===== src/rtl/fp_convert_arbiter.sv =====
// Round-robin front end that time-shares one combinational float converter
// among N_REQ requesters and returns each result tagged with its requester id.
module fp_convert_arbiter #(
  parameter int unsigned N_REQ = 4,
  parameter int unsigned ID_W  = 2
) (
  input  logic                  clk,
  input  logic                  rst_n,
  input  logic [N_REQ-1:0]      req_valid,
  input  logic [12*N_REQ-1:0]   req_d,
  output logic [N_REQ-1:0]      req_ready,
  output logic [11:0]           conv_d,
  input  logic                  conv_s,
  input  logic [2:0]            conv_e,
  input  logic [3:0]            conv_f,
  output logic                  out_valid,
  input  logic                  out_ready,
  output logic [ID_W-1:0]       out_id,
  output logic                  out_s,
  output logic [2:0]            out_e,
  output logic [3:0]            out_f,
  output logic                  busy
);

  localparam int unsigned D_W = 12;

  typedef enum logic [1:0] {
    IDLE = 2'd0,
    WAIT = 2'd1,
    RESP = 2'd2
  } state_t;

  state_t          state;
  logic [ID_W-1:0] rr_ptr;
  logic [ID_W-1:0] grant_idx;
  logic [ID_W-1:0] cand;
  logic            grant_found;
  logic [D_W-1:0]  grant_word;

  function automatic logic [ID_W-1:0] wrap_idx(input int unsigned v);
    return ID_W'(v % N_REQ);
  endfunction

  // First valid requester at or after rr_ptr, wrapping around.
  always_comb begin
    grant_found = 1'b0;
    grant_idx   = '0;
    cand        = '0;
    for (int unsigned k = 0; k < N_REQ; k++) begin
      cand = wrap_idx(32'(rr_ptr) + k);
      if (!grant_found && req_valid[cand]) begin
        grant_found = 1'b1;
        grant_idx   = cand;
      end
    end
  end

  assign grant_word = req_d[32'(grant_idx) * D_W +: D_W];

  always_comb begin
    req_ready = '0;
    if (state == IDLE && grant_found) begin
      req_ready = N_REQ'(1) << grant_idx;
    end
  end

  // Sequencer: capture word, let the converter settle one cycle, then hold the result.
  always_ff @(posedge clk or negedge rst_n) begin
    if (!rst_n) begin
      state     <= IDLE;
      rr_ptr    <= '0;
      conv_d    <= '0;
      out_valid <= 1'b0;
      out_id    <= '0;
      out_s     <= 1'b0;
      out_e     <= '0;
      out_f     <= '0;
      busy      <= 1'b0;
    end else begin
      case (state)
        IDLE: begin
          if (grant_found) begin
            conv_d <= grant_word;
            out_id <= grant_idx;
            rr_ptr <= wrap_idx(32'(grant_idx) + 32'd1);
            busy   <= 1'b1;
            state  <= WAIT;
          end
        end
        WAIT: begin
          out_s     <= conv_s;
          out_e     <= conv_e;
          out_f     <= conv_f;
          out_valid <= 1'b1;
          state     <= RESP;
        end
        RESP: begin
          if (out_ready) begin
            out_valid <= 1'b0;
            busy      <= 1'b0;
            state     <= IDLE;
          end
        end
        default: begin
          out_valid <= 1'b0;
          busy      <= 1'b0;
          state     <= IDLE;
        end
      endcase
    end
  end

endmodule

===== config.mk =====
export PLATFORM = sky130hd
export DESIGN_NAME = fp_convert_arbiter
export DESIGN_NICKNAME = d
export VERILOG_FILES = /design/src/rtl/fp_convert_arbiter.sv
export SDC_FILE = /design/constraint.sdc
export NUM_CORES = 1
export LEC_CHECK = 0
export BUFFER_PORTS_ARGS = -buffer_cell sky130_fd_sc_hd__buf_4
export CAP_MARGIN = 20
export CORE_MARGIN = 1
export CORE_UTILIZATION = 43
export CTS_CLUSTER_DIAMETER = 80
export CTS_CLUSTER_SIZE = 25
export DETAILED_ROUTE_END_ITERATION = 8
export PLACE_DENSITY = 0.76
export SYNTH_ARGS = -nofsm -noshare
export SYNTH_HDL_FRONTEND = slang
export SYNTH_SLANG_ARGS = --single-unit

===== constraint.sdc =====
create_clock -name clk -period 2 [get_ports clk]
set_input_delay 0.4 -clock clk [delete_from_list [all_inputs] [get_ports clk]]
set_output_delay 0.4 -clock clk [all_outputs]
set_load 0.05 [all_outputs]

==> metrics.yaml, run 1 <==
yosys:
  yosysWarnings: 0
  ys_seq_elements: 28
  synth_seq_area_share: 0.462
  ys_types: 27
  syn_area_per_cell_um2: 11.8
  syn_nets: 191
  syn_area_um2: 1520
  syn_inst: 128
grt:
  grt_pass1_vias: 1299
  antenna_found_initial: 0
  met2_usage: 0.357
  grt_pass1_wl_mm: 5.69
  grt_use_met3: 0.0441
  grt.busiest_layer: "met2"
  grt_max_degree: 29
  grtUsageTotal: 0.207
  grt-ovfl-total: 0
  met1_usage: 0.254
run_status:
  status: "finished, violations left"
  violations: "setup timing"
timing:
  setup-tns-final_ns: -0.494
  finClkSkew_ns: 0.00212
  min_period_ns: 2.14
  rsz0062_at_grt: "true"
  relSlewSlack: 0.763
  worst_pin_slew_ns: 0.353
  finalSetupViolCount: 4
  fmax_ghz: 0.466
  setup_slack_ns: -0.145
  fin_crit_sh: 1.07
  maxSlewViolCount: 0
  final-hold-violation-count: 0
floorplan:
  fp.dieW_um: 61.4
  fp.dieH_um: 61.4
  die_area_um2: 3770
  start_util: 0.451
  ios: 91
  fp.coreArea_um2: 3360
  fp-row-count: 21
route:
  wl_per_cell_um: 14.2
  wirelength_mm: 3.81
  viasPerCell: 5.09
  vias: 1369
  dr.pass1.iters: 4
  drt.antenna.violating_nets: 0
  drc: 0
  drtIter0Drc: 48
layout:
  drive_gt1_frac: 0.556
  final_common_cell: "buf_4"
  syn_to_final_growth_pct: 53.7
  fin_nets: 288
  final_cell_mix: "buf_4 (96), dfrtp_1 (28), mux2i_1 (24)"
  num_antenna_cells: 0
  fin_cells: 269
worst_setup_path:
  crit_path_start: "rr_ptr[0]"
  path_buf_inv: 1
  crit_required_ns: 1.60
  crit_type: "flip-flop to output pin"
  reg2reg_from: "rr_ptr[0]"
  slowest_delay_ns: 0.40
  critical_path.cell_chain: "and2b_1 > o32ai_4 > and3_1 > buf_6"
  cp_max_fo: 5
  critical_path.slowest_cell: "o32ai_4"
  setup.worst_path.start_class: "flip-flop"
  cp-end-kind: "output pin"
  critPathTopFamily: "simple AND/OR/NAND/NOR gates"
  arrival_ns: 1.74
clock_network:
  clk_latency_ns: 0.31
  clk_pin_slew_worst_paths_ns: 0.14
  cts-root-buf: "clkbuf_4"
  clockBufferDepth: 2
  cts_made_buffers: 3
  cts-htree-levels: 1
  cts_tree: "yes"
  clock_sinks: 28
placed_design:
  dp_hpwl_mm: 2.87
  place_congestion: 0.705
  dp.cells: 262
  portBuffers: 90
min_path:
  hold_start: "conv_f[1]"
  hold_path.class: "input port to flip-flop"
power:
  p_per_area_nw_per_um2: 1730
  ir_worst_vdd_uv: 1190
  p_leak_nw: 1.17
run:
  drv_cap: 0
==> Yosys cell counts <==
library cell	number	area (um2)
nor2b_1	3	18.8
nor4_1	1	6.26
o32ai_4	1	27.5
nand2_4	1	11.3
and2b_1	1	7.51
o21a_1	2	15.0
nand2_1	17	63.8
inv_12	1	16.3
nand2b_1	2	12.5
o211ai_2	1	12.5
clkbuf_1	2	7.51
xnor2_1	1	8.76
nor2_1	7	26.3
o221ai_1	7	61.3
o21ai_1	1	5.00
o21ai_0	3	15.0
dfrtp_1	28	701
buf_2	3	15.0
mux2i_1	24	240
o221ai_2	5	75.1
buf_6	3	33.8
or3_1	1	6.26
nand2b_4	1	13.8
a21o_1	2	15.0
and3_1	1	6.26
mux2_2	8	90.1
a21oi_1	1	5.00
==> final cells by class <==
class / instances / area, um2
clock buffer: 3 / 22.5
fill: 279 / 1030
inverter: 1 / 16.3
multi-input combinational: 91 / 769
sequential: 28 / 701
tap: 46 / 57.6
timing repair buffer: 100 / 764
==> layer usage <==
layer | wire, um | up-vias
met1 | 1530 | 655
met4 | 50 | 0
met3 | 245 | 6
met2 | 1990 | 53
li1 | - | 655
met5 | 0 | -
==> power by group <==
part	leakage (nW)	internal (mW)	switching, mW
Clock	0.0138	0.0704	0.152
Sequential	0.336	0.855	0.186
Combinational	0.823	1.04	1.73
==> kinds of logic (layout without fill, tap and decap cells) <==
group,Yosys count,after routing,synth area share
multiplexers,32,32,0.218
AO/OA/AOI/OAI,23,23,0.153
XOR/XNOR,1,1,0.00578
buffers and inverters,9,104,0.0479
flip-flops,28,28,0.462
AND/OR/NAND/NOR,35,35,0.114
==> stage by stage <==
step                      utilization  power [mW]  setup slack, ns  hold slack [ns]  area [um2]
after floorplan                     -        3.00          -0.0226            0.104        1530
after global placement          0.672        3.70           0.0734            0.334        2260
after detailed placement        0.672        3.76           0.0163            0.337        2260
after CTS                       0.691        4.05           -0.152            0.295        2320
after global routing            0.693        4.26           -0.228            0.281        2330
final                           0.693        4.03           -0.145            0.308        2330
==> worst register-to-register path, cell delays in order, from the launching register on <==
cell and delay, ns:
dfrtp_1 0.42, and2b_1 0.26, o21ai_1 0.13, o211ai_4 0.16
buf_4 0.34, mux2i_1 0.27, o221ai_1 0.16
==> worst paths after layout <==
check | end | slack, ns | cells past startpoint
setup / recovery | req_ready[0] | -0.14 | 4
hold / removal | out_f[1] | 0.31 | 2
setup reg to reg | conv_d[9] | 0.15 | 6
hold reg to reg | out_valid | 0.51 | 1
max in group asynchronous | state[0] | 1.21 | 2
min in group asynchronous | out_f[3] | 0.52 | 2
==> what timing repair did <==
item	CTS	global route
hold buffers	1	0
setup endpoints to repair	4	4
resized for setup	4	0
setup buffers	2	1
endpoints found under the hold margin	28	0
pin swaps	2	1
==> sequential cells by signal, indices dropped and copies added, names as in the netlist <==
signal	cells
out_e	3
conv_d	12
state	2
rr_ptr	2
busy	1
out_f	4
out_id	2
out_s	1
out_valid	1
Note: power is estimated with default switching activity, not from simulation.
==> inputs of run 2 (changes only) <==
--- a/constraint.sdc
+++ b/constraint.sdc
@@ -3,2 +3,2 @@
 set_output_delay 0.4 -clock clk [all_outputs]
-set_load 0.05 [all_outputs]
+set_load 0.1 [all_outputs]
==> run 2 against run 1 <==
Against the previous run:
- the flow still finishes with violations (setup timing)
- global-route usage is 0.17 points higher
- non-clock buffer count increased by 7
- register-to-register slack is essentially flat
- final cell count up 3.0%
==> metrics.yaml, run 2 (synthesis gave the netlist of run 1 again) <==
run_status:
  status: "finished, violations left"
  violations: "setup timing"
timing:
  fmax_ghz: 0.462
  min_period_ns: 2.16
  final-hold-violation-count: 0
  maxSlewViolCount: 0
  fin_crit_sh: 1.08
  rsz0062_at_grt: "true"
  setup_slack_ns: -0.165
  finalSetupViolCount: 4
  relSlewSlack: 0.760
  worst_pin_slew_ns: 0.359
  finClkSkew_ns: 0.00231
worst_setup_path:
  setup.worst_path.start_class: "flip-flop"
  path_buf_inv: 2
  critical_path.cell_chain: "and2b_2 > o32ai_4 > buf_6 > nand2_4 > nor2_4 > buf_12"
  cp_max_fo: 5
  r2r_cells: 6
  critPathTopFamily: "simple AND/OR/NAND/NOR gates"
  reg2reg_from: "rr_ptr[0]"
  reg2reg_slack_ns: 0.15
  crit_required_ns: 1.60
  cp-end-kind: "output pin"
  critical_path.slowest_cell: "dfrtp_1"
  arrival_ns: 1.76
  crit_type: "flip-flop to output pin"
  r2r_end: "conv_d[4]"
  slowest_delay_ns: 0.39
min_path:
  hold_path.class: "input port to flip-flop"
  hold_start: "conv_e[1]"
  whs_endpoint: "out_e[1]"
  min_path_cells: 2
layout:
  final_common_cell: "buf_4"
  syn_to_final_growth_pct: 63.4
  multiInputGateArea_um2: 807
  regArea_um2: 702
  num_antenna_cells: 0
  fin_cells: 277
  fillCellCount: 256
  regMostFlops: "conv_d"
  final_cell_mix: "buf_4 (100), dfrtp_1 (27), mux2i_1 (24)"
  top_regs: "conv_d x12, out_f x4, out_e x3"
  fin_nets: 295
  largest_register_ff_count: 12
  drive_gt1_frac: 0.606
route:
  drc: 0
  vias: 1419
  drt.antenna.violating_nets: 0
  drtIter0Drc: 42
  dr.pass1.iters: 5
  wl_per_cell_um: 14.6
  viasPerCell: 5.12
  wirelength_mm: 4.03
grt:
  grt_max_degree: 29
  grt_use_met3: 0.0315
  grt_pass1_wl_mm: 5.78
  antenna_found_initial: 0
  met1_usage: 0.248
  grtUsageTotal: 0.209
  grt_pass1_vias: 1330
  grt-ovfl-total: 0
  met2_usage: 0.401
  grt.busiest_layer: "met2"
placed_design:
  place_ws_ns: -0.0170
  place_congestion: 0.672
  portBuffers: 90
  dp.cells: 268
  dp_hpwl_mm: 3.09
floorplan:
  start_util: 0.451
  fp.coreArea_um2: 3360
  fp.dieH_um: 61.4
  fp.dieW_um: 61.4
  die_area_um2: 3770
  fp-row-count: 21
  ios: 91
clock_network:
  cts_made_buffers: 3
  clk_latency_ns: 0.32
  cts-root-buf: "clkbuf_4"
  cts-htree-levels: 1
  clk_pin_slew_worst_paths_ns: 0.15
  clock_sinks: 28
  cts_tree: "yes"
  clockBufferDepth: 2
run:
  drv_cap: 0
run 2: layout make-up:
| class | instances | share of cell area |
|---|---|---|
| clock buffers | 4 | 0.0146 |
| flip-flops and latches | 28 | 0.283 |
| well taps | 46 | 0.0232 |
| repair buffers | 107 | 0.346 |
| inverters | 1 | 0.00657 |
| multi-input cells | 91 | 0.326 |
run 2: worst max path at each step:
stage                             from      endpoint  slack, ns  cells past startpoint
after floorplan               state[1]  req_ready[3]      -0.07                      6
after global placement    req_valid[3]  req_ready[2]     0.0008                      7
after detailed placement  req_valid[3]  req_ready[2]      -0.02                      7
after CTS                    rr_ptr[0]  req_ready[0]      -0.17                      4
after global routing         rr_ptr[0]  req_ready[1]      -0.24                      6
final                        rr_ptr[0]  req_ready[1]      -0.16                      6
run 2: metrics by stage:
step                      utilization  setup TNS, ns  area [um2]  hold WS [ns]
after CTS                       0.721         -0.563        2420         0.295
after floorplan                     -         -0.132        1560         0.104
final                           0.737         -0.590        2480         0.297
after global placement          0.692              0        2330         0.332
after detailed placement        0.692        -0.0266        2330         0.338
after global routing            0.737         -0.863        2480         0.277
run 2: routing by layer:
| metal | up-vias | routed length [um] |
|---|---|---|
| li1 | 674 | - |
| met1 | 701 | 1560 |
| met2 | 42 | 2300 |
| met3 | 2 | 160 |
| met4 | 0 | 15 |
| met5 | - | 0 |
run 2: what timing repair did:
item | 4_1_cts | 5_1_grt
endpoints found under the hold margin | 28 | 0
pin swaps | 0 | 4
hold buffers | 1 | 0
buffers inserted | 0 | 4
gates resized for setup | 13 | 7
endpoints found under the setup margin | 4 | 4
Power of run 2 is left out: the tool's default activity adds up to more than one toggle a clock period on the data nets, which glitch-free logic cannot reach.
==> inputs of run 3 (changes only) <==
- SKIP_CTS_REPAIR_TIMING: not set -> 1
==> run 3 against run 2 <==
Against the previous run:
- the flow still finishes with violations (setup timing)
- sequential cell count unchanged
- via count grew 0.49%
- fmax down 0.92%
- core utilization down 0.48 points
- critical path depth fell by 2
- worst hold slack got worse by 0.0031 ns
- global-route usage shrank 0.37 points
- clock-buffer cell count unchanged
- sequential share of layout area up 0.19 points
- die area did not move
- non-clock buffer count is 1 lower
- first-iteration DRC count increased by 4.8%
- largest cell class unchanged
==> metrics.yaml, run 3 (synthesis gave the netlist of run 1 again) <==
timing:
  fmax_ghz: 0.458
  min_period_ns: 2.18
  final-hold-violation-count: 0
  relSlewSlack: 0.756
  setup_slack_ns: -0.185
  maxSlewViolCount: 0
  rsz0062_at_grt: "true"
  fin_crit_sh: 1.09
  worst_pin_slew_ns: 0.366
  finalSetupViolCount: 4
  finClkSkew_ns: 0.000982
  setup-tns-final_ns: -0.645
floorplan:
  fp-row-count: 21
  fp.coreArea_um2: 3360
  fp.dieH_um: 61.4
  ios: 91
  die_area_um2: 3770
  start_util: 0.451
  fp.dieW_um: 61.4
route:
  drc: 0
  drtIter0Drc: 44
  route.met2.wl_mm: 2.34
  dr_wl_met3_um: 169
  met1Wirelength_mm: 1.52
  dr.pass1.iters: 4
  viasPerCell: 5.17
  highest_layer: "met4"
  wl_per_cell_um: 14.7
  drt.antenna.violating_nets: 0
  vias: 1426
  wirelength_mm: 4.06
layout:
  top_regs: "conv_d x12, out_f x4, out_e x3"
  final_common_cell: "buf_4"
  largest_register_ff_count: 12
  drive_gt1_frac: 0.604
  fin_nets: 294
  fillCellCount: 263
  regMostFlops: "conv_d"
  syn_to_final_growth_pct: 62.3
  final_cell_mix: "buf_4 (100), dfrtp_1 (27), mux2i_1 (24)"
  num_antenna_cells: 0
worst_setup_path:
  cp_max_fo: 5
  crit_type: "flip-flop to output pin"
  cp-end-kind: "output pin"
  crit_required_ns: 1.60
  arrival_ns: 1.78
  setup.worst_path.start_class: "flip-flop"
clock_network:
  cts-root-buf: "clkbuf_4"
  clock_sinks: 28
  cts_tree: "yes"
  clk_pin_slew_worst_paths_ns: 0.15
  cts-htree-levels: 1
  cts_made_buffers: 3
  clockBufferDepth: 2
  clk_latency_ns: 0.33
grt:
  grtUsageTotal: 0.205
  antenna_found_initial: 0
  grt-ovfl-total: 0
  grt_pass1_wl_mm: 5.69
  grt_pass1_vias: 1320
  grt_max_degree: 29
placed_design:
  dp_hpwl_mm: 3.09
  place_congestion: 0.672
  portBuffers: 90
min_path:
  hold_path.class: "input port to flip-flop"
run_status:
  status: "finished, violations left"
  violations: "setup timing"
run:
  drv_cap: 0
## run 3: changes by cell type in the layout (fill, tap and decap cells not counted)
| cell | change |
|---|---|
| buf_6 | -1 |
| nor2b_2 | +1 |
| nor2b_4 | -1 |
## run 3: area by class of cell
type                            count  area (um2)  share of cell area
Clock buffer                        4        36.3              0.0147
Inverter                            1        16.3             0.00661
Multi-Input combinational cell     91         802               0.326
Sequential cell                    28         702               0.285
Tap cell                           46        57.6              0.0234
Timing Repair Buffer              106         847               0.344
## run 3: metrics by stage
step	util	cell area (um2)	hold WS (ns)	setup slack, ns	instances
after floorplan	-	1560	0.104	-0.0691	128
after global placement	0.692	2330	0.332	0.000779	268
after detailed placement	0.692	2330	0.338	-0.0170	268
after CTS	0.703	2360	-0.0276	-0.277	272
after global routing	0.732	2460	0.270	-0.281	276
final	0.732	2460	0.293	-0.185	276
## run 3: metal layers
metal  vias to the layer above  global-route usage
met4                         0              0.0413
met5                         -                   0
met3                         2              0.0315
met2                        40               0.390
met1                       710               0.246
li1                        674                   -
## run 3: final timing paths
kind | startpoint | slack, ns | cells after the start | endpoint
worst min register to register | conv_d[9] | 0.51 | 2 | conv_d[9]
min in group asynchronous | rst_n | 0.53 | 2 | out_s
max in group asynchronous | rst_n | 1.19 | 2 | rr_ptr[1]
worst min-delay path | conv_e[1] | 0.29 | 2 | out_e[1]
worst max register to register | rr_ptr[0] | 0.17 | 6 | conv_d[3]
worst max-delay path | rr_ptr[0] | -0.18 | 4 | req_ready[0]
## run 3: critical path, stage by stage (launching register included)
cell	delay [ns]
dfrtp_1	0.39
and2b_2	0.26
o32ai_4	0.34
and3_2	0.27
buf_8	0.20
Power of run 3 is left out for the same reason.
